==> src/rtl/pipeline_pkg.sv <==
// Shared encodings for the ARM pipeline control and hazard unit.
package pipeline_pkg;

   localparam logic [1:0] OP_DP  = 2'b00;
   localparam logic [1:0] OP_MEM = 2'b01;
   localparam logic [1:0] OP_BR  = 2'b10;
   localparam logic [1:0] OP_NOP = 2'b11;

   localparam logic [4:0] ALU_AND = 5'b00000;
   localparam logic [4:0] ALU_EOR = 5'b00001;
   localparam logic [4:0] ALU_SUB = 5'b00010;
   localparam logic [4:0] ALU_RSB = 5'b00011;
   localparam logic [4:0] ALU_ADD = 5'b00100;
   localparam logic [4:0] ALU_ADC = 5'b00101;
   localparam logic [4:0] ALU_SBC = 5'b00110;
   localparam logic [4:0] ALU_RSC = 5'b00111;
   localparam logic [4:0] ALU_ORR = 5'b01100;
   localparam logic [4:0] ALU_MOV = 5'b01101;

   localparam logic [3:0] COND_EQ = 4'b0000;
   localparam logic [3:0] COND_NE = 4'b0001;
   localparam logic [3:0] COND_CS = 4'b0010;
   localparam logic [3:0] COND_CC = 4'b0011;
   localparam logic [3:0] COND_MI = 4'b0100;
   localparam logic [3:0] COND_PL = 4'b0101;
   localparam logic [3:0] COND_VS = 4'b0110;
   localparam logic [3:0] COND_VC = 4'b0111;
   localparam logic [3:0] COND_HI = 4'b1000;
   localparam logic [3:0] COND_LS = 4'b1001;
   localparam logic [3:0] COND_GE = 4'b1010;
   localparam logic [3:0] COND_LT = 4'b1011;
   localparam logic [3:0] COND_GT = 4'b1100;
   localparam logic [3:0] COND_LE = 4'b1101;
   localparam logic [3:0] COND_AL = 4'b1110;
   localparam logic [3:0] COND_NV = 4'b1111;

   localparam logic [1:0] FWD_RF = 2'b00;
   localparam logic [1:0] FWD_W  = 2'b01;
   localparam logic [1:0] FWD_M  = 2'b10;

   typedef struct packed {
      logic       reg_w;
      logic       mem_w;
      logic       mem_to_reg;
      logic       pcs;
      logic       branch;
      logic       alu_src;
      logic [4:0] alu_ctrl;
      logic [1:0] flag_w;
      logic [3:0] cond;
   } ctrl_t;

   // Arithmetic commands (and compares) also produce carry/overflow.
   function automatic logic updates_cv(input logic [3:0] cmd);
      case (cmd)
         4'b0010, 4'b0011, 4'b0100, 4'b0101,
         4'b0110, 4'b0111, 4'b1010, 4'b1011: updates_cv = 1'b1;
         default:                            updates_cv = 1'b0;
      endcase
   endfunction

endpackage

==> src/rtl/cond_unit.sv <==
// NZCV flags register and condition evaluation for the instruction in Execute.
module cond_unit
   import pipeline_pkg::*;
(
   input  logic       clk,
   input  logic       reset,
   input  logic [3:0] CondE,
   input  logic [1:0] FlagWE,
   input  logic [3:0] ALUFlagsE,
   output logic       CondExE
);

   logic [3:0] flags;
   logic       n, z, c, v;

   assign {n, z, c, v} = flags;

   always_comb begin
      case (CondE)
         COND_EQ: CondExE = z;
         COND_NE: CondExE = ~z;
         COND_CS: CondExE = c;
         COND_CC: CondExE = ~c;
         COND_MI: CondExE = n;
         COND_PL: CondExE = ~n;
         COND_VS: CondExE = v;
         COND_VC: CondExE = ~v;
         COND_HI: CondExE = c & ~z;
         COND_LS: CondExE = ~c | z;
         COND_GE: CondExE = (n == v);
         COND_LT: CondExE = (n != v);
         COND_GT: CondExE = ~z & (n == v);
         COND_LE: CondExE = z | (n != v);
         COND_AL: CondExE = 1'b1;
         default: CondExE = 1'b0;
      endcase
   end

   always_ff @(posedge clk) begin
      if (reset) begin
         flags <= 4'b0000;
      end else begin
         if (CondExE && FlagWE[1]) flags[3:2] <= ALUFlagsE[3:2];
         if (CondExE && FlagWE[0]) flags[1:0] <= ALUFlagsE[1:0];
      end
   end

endmodule

==> src/rtl/pipeline_control.sv <==
// Decode, D/E/M/W control pipeline, forwarding and hazard logic for the
// 5-stage ARM datapath.
module pipeline_control
   import pipeline_pkg::*;
#(
   parameter int ALUCONTROL_WIDTH = 5
)(
   input  logic                        clk,
   input  logic                        reset,
   input  logic [31:0]                 InstrD,
   input  logic [3:0]                  ALUFlagsE,
   input  logic                        Match_1E_M,
   input  logic                        Match_1E_W,
   input  logic                        Match_2E_M,
   input  logic                        Match_2E_W,
   input  logic                        Match_12D_E,
   output logic [1:0]                  RegSrcD,
   output logic [1:0]                  ImmSrcD,
   output logic                        ALUSrcE,
   output logic [ALUCONTROL_WIDTH-1:0] ALUControlE,
   output logic                        BranchTakenE,
   output logic                        MemWriteM,
   output logic                        MemtoRegW,
   output logic                        PCSrcW,
   output logic                        RegWriteW,
   output logic [1:0]                  ForwardAE,
   output logic [1:0]                  ForwardBE,
   output logic                        StallF,
   output logic                        StallD,
   output logic                        FlushD
);

   logic [1:0] op;
   logic [5:0] funct;
   logic [3:0] rd;
   logic [3:0] cond;
   logic       unused_bits;

   ctrl_t ctrl_d, ctrl_e;
   logic  cond_ex;
   logic  reg_w_ge, mem_w_ge, pcs_ge;
   logic  reg_w_m, mem_w_m, mem_to_reg_m, pcs_m;
   logic  reg_w_w, mem_to_reg_w, pcs_w;
   logic  ldr_stall, pc_wr_pend, flush_e;

   assign op          = InstrD[27:26];
   assign funct       = InstrD[25:20];
   assign rd          = InstrD[15:12];
   assign cond        = InstrD[31:28];
   assign unused_bits = ^{InstrD[19:16], InstrD[11:0]};

   always_comb begin
      ctrl_d    = '0;
      RegSrcD   = 2'b00;
      ImmSrcD   = 2'b00;
      case (op)
         OP_DP: begin
            ctrl_d.reg_w    = (funct[4:3] != 2'b10);
            ctrl_d.alu_src  = funct[5];
            ctrl_d.alu_ctrl = {1'b0, funct[4:1]};
            ctrl_d.flag_w   = {funct[0], funct[0] & updates_cv(funct[4:1])};
            ctrl_d.cond     = cond;
         end
         OP_MEM: begin
            ctrl_d.reg_w      = funct[0];
            ctrl_d.mem_w      = ~funct[0];
            ctrl_d.mem_to_reg = funct[0];
            ctrl_d.alu_src    = 1'b1;
            ctrl_d.alu_ctrl   = InstrD[23] ? ALU_ADD : ALU_SUB;
            ctrl_d.cond       = cond;
            ImmSrcD           = 2'b01;
            RegSrcD           = {~funct[0], 1'b0};
         end
         OP_BR: begin
            ctrl_d.branch   = 1'b1;
            ctrl_d.alu_src  = 1'b1;
            ctrl_d.alu_ctrl = ALU_ADD;
            ctrl_d.cond     = cond;
            ImmSrcD         = 2'b10;
            RegSrcD         = 2'b01;
         end
         default: ;
      endcase
      ctrl_d.pcs = ((rd == 4'hF) & ctrl_d.reg_w) | ctrl_d.branch;
   end

   cond_unit u_cond_unit (
      .clk       (clk),
      .reset     (reset),
      .CondE     (ctrl_e.cond),
      .FlagWE    (ctrl_e.flag_w),
      .ALUFlagsE (ALUFlagsE),
      .CondExE   (cond_ex)
   );

   assign reg_w_ge     = ctrl_e.reg_w & cond_ex;
   assign mem_w_ge     = ctrl_e.mem_w & cond_ex;
   assign pcs_ge       = ctrl_e.pcs & cond_ex;
   assign BranchTakenE = ctrl_e.branch & cond_ex;

   assign ldr_stall  = Match_12D_E & ctrl_e.mem_to_reg;
   assign pc_wr_pend = ctrl_d.pcs | pcs_ge | pcs_m;
   // A taken branch and a load-use stall both bubble E; the bubble wins over holding.
   assign flush_e    = ldr_stall | BranchTakenE;

   always_ff @(posedge clk) begin
      if (reset) begin
         ctrl_e       <= '0;
         reg_w_m      <= 1'b0;
         mem_w_m      <= 1'b0;
         mem_to_reg_m <= 1'b0;
         pcs_m        <= 1'b0;
         reg_w_w      <= 1'b0;
         mem_to_reg_w <= 1'b0;
         pcs_w        <= 1'b0;
      end else begin
         ctrl_e       <= flush_e ? '0 : ctrl_d;
         reg_w_m      <= reg_w_ge;
         mem_w_m      <= mem_w_ge;
         mem_to_reg_m <= ctrl_e.mem_to_reg;
         pcs_m        <= pcs_ge;
         reg_w_w      <= reg_w_m;
         mem_to_reg_w <= mem_to_reg_m;
         pcs_w        <= pcs_m;
      end
   end

   always_comb begin
      if (Match_1E_M && reg_w_m)      ForwardAE = FWD_M;
      else if (Match_1E_W && reg_w_w) ForwardAE = FWD_W;
      else                            ForwardAE = FWD_RF;
      if (Match_2E_M && reg_w_m)      ForwardBE = FWD_M;
      else if (Match_2E_W && reg_w_w) ForwardBE = FWD_W;
      else                            ForwardBE = FWD_RF;
   end

   assign ALUSrcE     = ctrl_e.alu_src;
   assign ALUControlE = ALUCONTROL_WIDTH'(ctrl_e.alu_ctrl);
   assign MemWriteM   = mem_w_m;
   assign MemtoRegW   = mem_to_reg_w;
   assign PCSrcW      = pcs_w;
   assign RegWriteW   = reg_w_w;
   assign StallF      = ldr_stall | pc_wr_pend;
   assign StallD      = ldr_stall;
   assign FlushD      = pc_wr_pend | pcs_w | BranchTakenE;

endmodule

==> config.mk <==
export PLATFORM = sky130hd
export DESIGN_NAME = pipeline_control
export DESIGN_NICKNAME = d
export VERILOG_FILES = /design/src/rtl/pipeline_pkg.sv /design/src/rtl/cond_unit.sv /design/src/rtl/pipeline_control.sv
export SDC_FILE = /design/constraint.sdc
export NUM_CORES = 1
export LEC_CHECK = 0
export BUFFER_PORTS_ARGS = -buffer_cell sky130_fd_sc_hd__buf_2
export CAP_MARGIN = 10
export CORE_AREA = 2 2 57 59
export CTS_CLUSTER_DIAMETER = 80
export DETAILED_ROUTE_END_ITERATION = 12
export DIE_AREA = 0 0 59 61
export GPL_TIMING_DRIVEN = 0
export PLACE_DENSITY = 0.85
export SLEW_MARGIN = 20
export SYNTH_ARGS = -nofsm -noshare
export SYNTH_HDL_FRONTEND = slang
export SYNTH_SLANG_ARGS = --single-unit
==> constraint.sdc <==
create_clock -name clk -period 6.1 [get_ports clk]
set_clock_uncertainty 0.1 [all_clocks]
set_input_delay 0.915 -clock clk [delete_from_list [all_inputs] [get_ports clk]]
set_output_delay 0.915 -clock clk [all_outputs]
set_load 0.01 [all_outputs]
== Word-level counts from Yosys, hierarchy flattened ==
Memory sizes are Yosys's and may differ from the RTL's.
Cells that the tools add are included.
Storage, ports and cells
  flip-flop bits (word level): 28
  ROM bits: 16
  input port bits: 43
  output and inout bits: 22
  logic and storage cells: 90
  memories: 1
Operators by class
  eq/ne operators: 20
  muxes and demuxes: 12
  bitwise gates (word level): 26
  reduce and logical (&&, ||, !) cells: 13
Memories
  (name not given): depth 16, bits a word 1, read ports 1, clocked after Yosys merged registers in 0, write ports 0, RTL line pipeline_pkg.sv:55  | case (cmd)
Operators with widths (number)
  4-bit == test, second input constant: 8
  6-bit one-hot mux with 3 select lines: 1
  4-bit by 3-bit == test with 1-bit output, second input constant: 4
  1-bit one-hot mux with 15 select lines: 1
  3-bit OR reduction: 4
  1-bit bitwise AND: 9
  1-bit OR: 9
  4-bit by 2-bit == test with 1-bit output, second input constant: 2
  1-bit NOT: 8
  2-bit one-hot mux with 2 select lines: 2
  1-bit logical AND: 6
  4-bit by 1-bit == test with 1-bit output, second input constant: 1
  4-bit zero test: 1
  1-bit two-way mux: 4
  2-bit two-way mux: 2
  3-bit two-way mux: 1
  2-bit by 1-bit == test with 1-bit output, second input constant: 1
  2-bit == test, second input constant: 1
  2-bit zero test: 1
  2-bit != test, second input constant: 1
  1-bit one-hot mux with 2 select lines: 1
  2-bit OR reduction: 1
  1-bit == test: 1
  1-bit != test: 1

== Logic depth before layout (Yosys ltp) ==
Gate-level depths: netlist (run 1).
  word-level depth: 8
  depth in mapped cells: 8
  depth with buffers taken out: 6

== Cells and area by module ==
A second synthesis (run 1) with hierarchy kept.
Second synthesis, totals
  cells, all modules: 141
  area, all modules: 1390.1 sq um
Modules (own cells, without submodules)
  pipeline_control: times used 1, cells an instance 88, area an instance 908.4 sq um
  cond_unit: times used 1, cells an instance 53, area an instance 481.7 sq um

== Least setup slack after synthesis (run 1) ==
Ideal clock, no wire load.
  kind: input to output
  start point: input port InstrD[26]
  end point: output port FlushD
  arrival time: 1975 ps
  data required time: 5085 ps
  slack: 3110 ps
  cell stages on the path: 5
  path buffers: 0
  cells stage by stage: inv_1 -> ha_1 -> a22oi_1 -> o21bai_1 -> a2111o_1
On the way
  cells in the longest elaborated chain, start to end: 8
Ends and longest elaborated chain
  start: declaration: RTL line pipeline_control.sv:10  | input logic [31:0] InstrD,
  2-bit by 1-bit == test with 1-bit output or 2-bit zero test (tied branches): RTL line pipeline_control.sv:56  | case (op)
  1-bit one-hot mux with 2 select lines: RTL line pipeline_control.sv:56
  1-bit bitwise AND: RTL line pipeline_control.sv:84  | ctrl_d.pcs = ((rd == 4'hF) & ctrl_d.reg_w) | ctrl_d.branch;
  1-bit OR *: RTL line pipeline_control.sv:84
  1-bit OR * (2 in series): RTL line pipeline_control.sv:102  | assign pc_wr_pend = ctrl_d.pcs | pcs_ge | pcs_m;
  1-bit OR * (2 in series): RTL line pipeline_control.sv:145  | assign FlushD = pc_wr_pend | pcs_w | BranchTakenE;
  end: declaration: RTL line pipeline_control.sv:30  | output logic FlushD
Every way passes the cells marked *; elsewhere a longest branch is shown, timed or not.

== Final worst setup path (run 1) ==
  start point: register ctrl_e[2] in the netlist's numbering
  end point: output port StallF
On the way
  cells in the longest elaborated chain, start to end: 6
Ends and longest elaborated chain
  start: declaration: RTL line pipeline_control.sv:39  | ctrl_t ctrl_d, ctrl_e;
  start signal: assignment: RTL line pipeline_control.sv:117  | ctrl_e <= flush_e ? '0 : ctrl_d;
  4-bit == test, or another cell as far along: RTL line cond_unit.sv:19  | case (CondE)
  1-bit one-hot mux with 15 select lines *: RTL line cond_unit.sv:19
  1-bit bitwise AND *: RTL line pipeline_control.sv:98  | assign pcs_ge = ctrl_e.pcs & cond_ex;
  1-bit OR * (2 in series): RTL line pipeline_control.sv:102
  1-bit OR *: RTL line pipeline_control.sv:143  | assign StallF = ldr_stall | pc_wr_pend;
  end: declaration: RTL line pipeline_control.sv:28  | output logic StallF,
Marks and branches as above.

==> results of run 1 <==
[routing by layer]
layer	global-route usage, %	wire (um)
met1	21.38	1353
met2	32.70	1476
met3	2.559	151
met4	5.195	36
met5	0	0
[Yosys cell counts (all sizes together), types with 3 or more instances]
| library cell | instances |
|---|---|
| a2111oi | 5 |
| a21oi | 16 |
| a221o | 4 |
| and2 | 4 |
| and3b | 8 |
| buf | 14 |
| clkbuf | 4 |
| dfxtp | 27 |
| ha | 5 |
| inv | 8 |
| nand2 | 15 |
| nand2b | 4 |
| nand3 | 4 |
| nand4b | 3 |
| nor2 | 6 |
| nor2b | 5 |
| o21ai | 3 |
[cell type report]
cell class                      instances  share of cell area [%]
Inverter                                8                   1.737
Multi-Input combinational cell        108                   42.62
Tap cell                               33                   2.388
Buffer                                 18                   6.946
Clock inverter                          1                  0.4342
Sequential cell                        27                   31.26
Clock buffer                            3                   1.302
Timing Repair Buffer                   46                   13.31
[per-stage QoR]
| stage | total power, mW | utilization (%) | hold slack (ns) | setup WS, ns |
|---|---|---|---|---|
| after floorplan | 0.2404 | - | 0.3138 | 3.110 |
| after global placement | 0.2639 | 57.54 | 0.3185 | 2.758 |
| after detailed placement | 0.2654 | 57.54 | 0.3297 | 2.716 |
| after CTS | 0.3430 | 58.56 | 0.3605 | 2.667 |
| after global routing | 0.3581 | 58.56 | 0.3689 | 2.522 |
| final | 0.3397 | 58.56 | 0.3563 | 2.660 |
[final timing paths]
check | end | slack (ns)
setup / recovery | StallF | 2.66
hold / removal | MemtoRegW | 0.36
setup reg to reg | u_cond_unit.flags[0] | 3.90
hold reg to reg | MemtoRegW | 0.36
[power groups by stage]
stage	Clock (mW)	Combinational [mW]	Sequential [mW]
6_report	0.0778	0.0742	0.188
5_1_grt	0.0868	0.0824	0.189
3_3_place_gp	0	0.0725	0.191
2_1_floorplan	0	0.0495	0.191
4_1_cts	0.0808	0.0745	0.188
3_5_place_dp	0	0.0738	0.192
[cell families after synthesis]
group           count (synthesis)
simple gates                   57
compound gates                 42
flops                          27
buf+inv                        26
fa+ha+maj                       5
mux                             2
other cells                     1
xor+xnor                        1
[flip-flops by register name, indices dropped and copies added, names as in the netlist]
name               flops
ALUControlE            4
u_cond_unit.flags      4
ctrl_e                11
PCSrcW                 1
MemtoRegW              1
mem_to_reg_m           1
ALUSrcE                1
reg_w_m                1
pcs_m                  1
RegWriteW              1
MemWriteM              1
==> qor.yml, run 1 <==
outcome: "finished, final reports clean"
grt_pass1_wl_mm: 4.940
clk-insertion-delay-late_ns: 0.33
setup-tns-final_ns: 0
rows: 20
post_cts_resized: 0
routed_wirelength_mm: 3.017
die_y_um: 61
fillCellCount: 282
drv_slew: 0
power_frac_clock_pct: 22.9
mostFrequentLayoutCell: "buf_2"
dp.cells: 240
crit_path_max_fanout: 10
internal_power_mw: 0.2425
synth-simple-area-share_pct: 23.93
synth.yosys.warnings: 0
whs_path_depth: 1
cp.required_ns: 5.08
vias: 1304
via_per_inst: 5.344
synth_area_sq_um: 1428
htreeDepth: 1
finalSetupViolCount: 0
dieArea_sq_um: 3599
worst-path-buf-inv: 3
drive_gt1_share_pct: 31.28
grt_pass1_vias: 1181
critical_path_class: "flop to primary output"
place_congestion: 0.7856
die-width_um: 59
crit_path_start_kind: "flop"
synth.net_count: 209
muxShareOfSynthArea_pct: 1.402
worstSetupEndpointType: "primary output"
fin_nets: 260
finalCritPeriodShare_pct: 56.39
hold_path.class: "flop to flop"
p_comb_share_pct: 21.8
first_pass_iters: 4
post_cts_buffers: 0
hold_start: "mem_to_reg_m"
yosysSeqAreaShare_pct: 37.86
start_util_pct: 48.35
seqPwrFrac_pct: 55.3
postRouteAntennaNets: 0
grtUsageTotal_pct: 17.74
ctsHoldBuffers: 0
path_delay_family: "compound AO/OA/AOI/OAI gates"
synth_top_area_share_pct: 37.86
max_clock_freq_mhz: 290.7
stdcell_area_sq_um: 1729
layout_common_cells: "49 x buf_2, 27 x dfxtp_1, 16 x a21oi_1"
ys_types: 42
multi_input_area_sq_um: 737.0
drc_errors: 0
synthXorXnorAreaFrac_pct: 0.6135
cts_sinks: 27
dp_hpwl_mm: 2.280
synth_compound_area_share_pct: 21.03
power.density_nw_per_um2: 196.4
path_depth: 8
syn_avg_cell_area_sq_um: 8.867
grt.overflow.total: 0
synth_edf_count: 0
routedWlPerCell_um: 12.36
slew_headroom_pct: 55.10
slowest_delay_ns: 0.39
worst_ir_drop_vdd_uv: 140.4
rr_startpoint: "ctrl_e[2]"
synthTopCellsByArea: "dfxtp_1 38%, a21oi_1 5.6%, and3b_1 4.9%"
cts_tree: "yes"
drt-initial-drc-count: 38
tightest_slew_ns: 0.6684
port_buffers: 46
finalHoldViolCount: 0
synth_area_leader_cell: "dfxtp_1"
synth_seq_cells: 27
seq_area_sq_um: 540.5
antenna_cells: 0
maxCapViolCount: 0
antenna_found_initial: 0
startpoint: "ctrl_e[2]"
p_sw_mw: 0.09721
sw_frac_of_total_pct: 28.62
p_leak_nw: 0.8424
layout.cells.non_filler: 244
cts_max_path_buffers: 2
path_cells: "buf_6, or3b_1, o2111ai_1, nand4b_1, a21o_1, buf_6, a2111o_1, buf_2"
clk_pin_slew_ns: 0.15
r2r_cells: 8
design.core.area_sq_um: 2953
synthAdderAreaFrac_pct: 4.382
cts_root_buf: "clkbuf_4"
placed_area_sq_um: 1699
fin_crit_ns: 3.440
syn2layout_area_growth_pct: 21.12
yosys_most_used_dff: "dfxtp_1"
rsz0062_at_grt: "no"
cts_made_buffers: 3
synth_top_family_by_area: "simple AND/OR/NAND/NOR gates"
ios: 65
crit_path_top_delay_cell: "a2111o_1"
crit_top_cell: "buf_6"
grt_max_degree: 17
postSynth.asyncResetShare_pct: 0
syn_inst: 161
worstPathArrival_ns: 2.42
Note: power is estimated with default switching activity, not from simulation.
==> run 2: changes to the inputs <==
--- a/config.mk
+++ b/config.mk
@@ -7,12 +7,12 @@
 export LEC_CHECK = 0
 export BUFFER_PORTS_ARGS = -buffer_cell sky130_fd_sc_hd__buf_2
 export CAP_MARGIN = 10
-export CORE_AREA = 2 2 57 59
+export CORE_AREA = 2 2 62 64
 export CTS_CLUSTER_DIAMETER = 80
 export DETAILED_ROUTE_END_ITERATION = 12
-export DIE_AREA = 0 0 59 61
+export DIE_AREA = 0 0 64 66
 export GPL_TIMING_DRIVEN = 0
-export PLACE_DENSITY = 0.85
+export PLACE_DENSITY = 0.76
 export SLEW_MARGIN = 20
 export SYNTH_ARGS = -nofsm -noshare
 export SYNTH_HDL_FRONTEND = slang
==> constraint.sdc (replaced) <==
create_clock -name clk -period 3.1 [get_ports clk]
set_clock_uncertainty 0.1 [all_clocks]
set_input_delay 0.465 -clock clk [delete_from_list [all_inputs] [get_ports clk]]
set_output_delay 0.465 -clock clk [all_outputs]
set_load 0.01 [all_outputs]
==> run 2 against run 1 <==
Effect of this change: clock power is 93% higher; sequential power is 96% higher; global-route usage is 3.8 points lower; critical path depth stayed put; utilization is 9.3 points lower; combinational power is 95% higher; first-iteration DRC count is 68% lower; die area is 17% higher; non-clock buffer count stayed put; sequential share of layout area is 0.34 points lower; critical path type unchanged; critical endpoint unchanged; highest routed layer unchanged.
==> qor.yml, run 2 (synthesis gave the netlist of run 1 again) <==
routedWlPerCell_um: 11.21  # was 12.36 um
ios: 65  # unchanged
grt_pass1_vias: 1150  # was 1181
port_buffers: 46  # unchanged
finalCritPeriodShare_pct: 95.64
sw_frac_of_total_pct: 28.28  # was 28.62%
first_pass_iters: 4  # unchanged
hold_path.class: "primary input to flop"  # was flop to flop
ctsHoldBuffers: 0  # unchanged
grt.overflow.total: 0  # unchanged
final.setup.worst_slack_ns: 0.1353  # was 2.660 ns
post_cts_resized: 0  # unchanged
post_cts_buffers: 0  # unchanged
cp.required_ns: 2.53  # was 5.08 ns
worst-path-buf-inv: 3  # unchanged
largest_reg_flops: 11  # unchanged
grtUsageTotal_pct: 13.97  # was 17.74%
via_per_inst: 4.996  # was 5.344
antenna_found_initial: 0  # unchanged
crit_path_max_fanout: 10  # unchanged
largest_register: "ctrl_e"  # unchanged
worstSetupEndpointType: "primary output"  # unchanged
cts_made_buffers: 3  # unchanged
cts_sinks: 27  # unchanged
met1_usage_pct: 16.16  # was 21.38%
fillCellCount: 347  # was 282
worstPathArrival_ns: 2.40  # was 2.42 ns
rows: 22  # was 20
p_leak_nw: 0.8424  # unchanged
use_met2_pct: 25.65  # was 32.70%
cts_root_buf: "clkbuf_4"  # unchanged
fin_crit_ns: 2.965
syn2layout_area_growth_pct: 22.44  # was 21.12%
drt-initial-drc-count: 12  # was 38
top_usage_layer: "met2"  # unchanged
rr_startpoint: "ctrl_e[2]"  # unchanged
internal_power_mw: 0.4769  # was 0.2425 mW
critical_path_class: "flop to primary output"  # unchanged
drive_gt1_share_pct: 31.28  # unchanged
layout_common_cells: "49 x buf_2, 27 x dfxtp_1, 16 x a21oi_1"  # unchanged
max_clock_freq_mhz: 337.3
rsz0062_at_grt: "no"  # unchanged
power.density_nw_per_um2: 380.4  # was 196.4 nW/um^2
grtUsageMet3_pct: 2.385  # was 2.559%
setup-tns-final_ns: 0  # unchanged
cts_max_path_buffers: 2  # unchanged
slew_headroom_pct: 54.72  # was 55.10%
fin_nets: 260  # unchanged
die_y_um: 66  # was 61 um
clk_pin_slew_ns: 0.15  # about the same
multi_input_area_sq_um: 737.0  # unchanged
power_frac_clock_pct: 22.6  # was 22.9%
cts_tree: "yes"  # unchanged
worst_ir_drop_vdd_uv: 258.2  # was 140.4 uV
vias: 1294  # was 1304
routed_wirelength_mm: 2.904  # was 3.017 mm
maxCapViolCount: 0  # unchanged
slowest_delay_ns: 0.39  # about the same
mostFrequentLayoutCell: "buf_2"  # unchanged
design.core.area_sq_um: 3551  # was 2953 sq um
crit_path_start_kind: "flop"  # unchanged
grt_pass1_wl_mm: 4.781  # was 4.940 mm
drc_errors: 0  # unchanged
grt_max_degree: 17  # unchanged
regToRegEndpoint: "u_cond_unit.flags[0]"  # unchanged
p_sw_mw: 0.1881  # was 0.09721 mW
p_comb_share_pct: 21.8  # about the same
outcome: "finished, final reports clean"  # unchanged
crit_path_top_delay_cell: "a2111o_1"  # unchanged
rrSetupSlack_ns: 0.92  # was 3.90 ns
die-width_um: 64  # was 59 um
seqPwrFrac_pct: 55.5  # was 55.3%
whs_path_depth: 3  # was 1
place_congestion: 0.8243  # was 0.7856
min_to: "ctrl_e[1]"  # was MemtoRegW
crit_top_cell: "buf_6"  # unchanged
start_util_pct: 40.20  # was 48.35%
drv_slew: 0  # unchanged
htreeDepth: 1  # unchanged
antenna_cells: 0  # unchanged
finalSetupViolCount: 0  # unchanged
r2r_cells: 8  # unchanged
dp_slack_ns: 0.5093  # was 2.716 ns
hold_start: "InstrD[29]"  # was mem_to_reg_m
clk-insertion-delay-late_ns: 0.32  # was 0.33 ns
path_delay_family: "compound AO/OA/AOI/OAI gates"  # unchanged
finalHoldViolCount: 0  # unchanged
seq_area_sq_um: 540.5  # unchanged
dieArea_sq_um: 4224  # was 3599 sq um
path_cells: "buf_6, or3b_1, o2111ai_1, nand4b_1, a21o_1, buf_6, a2111o_1, buf_2"  # unchanged
postRouteAntennaNets: 0  # unchanged
dp_hpwl_mm: 2.309  # was 2.280 mm
tightest_slew_ns: 0.6741  # was 0.6684 ns
## run 2: cell type report
type                       instances  area share (%)
multi-input combinational        108           42.16
sequential                        27           30.92
timing repair buffer              46           13.17
buffer                            18           6.872
tap                               48           3.436
inverter                           8           1.718
clock buffer                       3           1.288
clock inverter                     1          0.4295
## run 2: power by group through the flow
stage | combinational (mW) | sequential (mW) | clock, mW
2_1_floorplan | 0.0975 | 0.375 | 0
3_3_place_gp | 0.144 | 0.377 | 0
3_5_place_dp | 0.145 | 0.377 | 0
4_1_cts | 0.146 | 0.369 | 0.156
5_1_grt | 0.161 | 0.371 | 0.168
6_report | 0.145 | 0.369 | 0.150
## run 2: how the worst max path moves through the flow
stage	from	to	slack, ns	cells past startpoint
2_1_floorplan	ctrl_e[2]	StallF	0.72	7
3_3_place_gp	ctrl_e[2]	StallF	0.51	8
3_5_place_dp	ctrl_e[2]	StallF	0.51	8
4_1_cts	ctrl_e[2]	StallF	0.12	8
5_1_grt	ctrl_e[2]	StallF	0.002	8
6_report	ctrl_e[2]	StallF	0.14	8
## run 2: metrics by stage
step	instances	power (mW)	instance area, sq um	hold slack (ns)	util (%)
after CTS	259	0.6712	1748	0.2382	49.22
after floorplan	161	0.4730	1428	0.3138	-
after global placement	255	0.5205	1718	0.3274	48.38
final	259	0.6650	1748	0.2483	49.22
after global routing	259	0.7011	1748	0.2397	49.22
after detailed placement	255	0.5217	1718	0.3394	48.38
## run 2: metal layers
layer	share of wire (%)	routed length, um
met1	44	1284
met2	49	1427
met3	4.9	143
met4	1.7	49
met5	0	0
## run 2: worst min-delay path, stage by stage
cell and delay (ns):
buf_2 0.10, nand2_1 0.05, a21oi_1 0.03
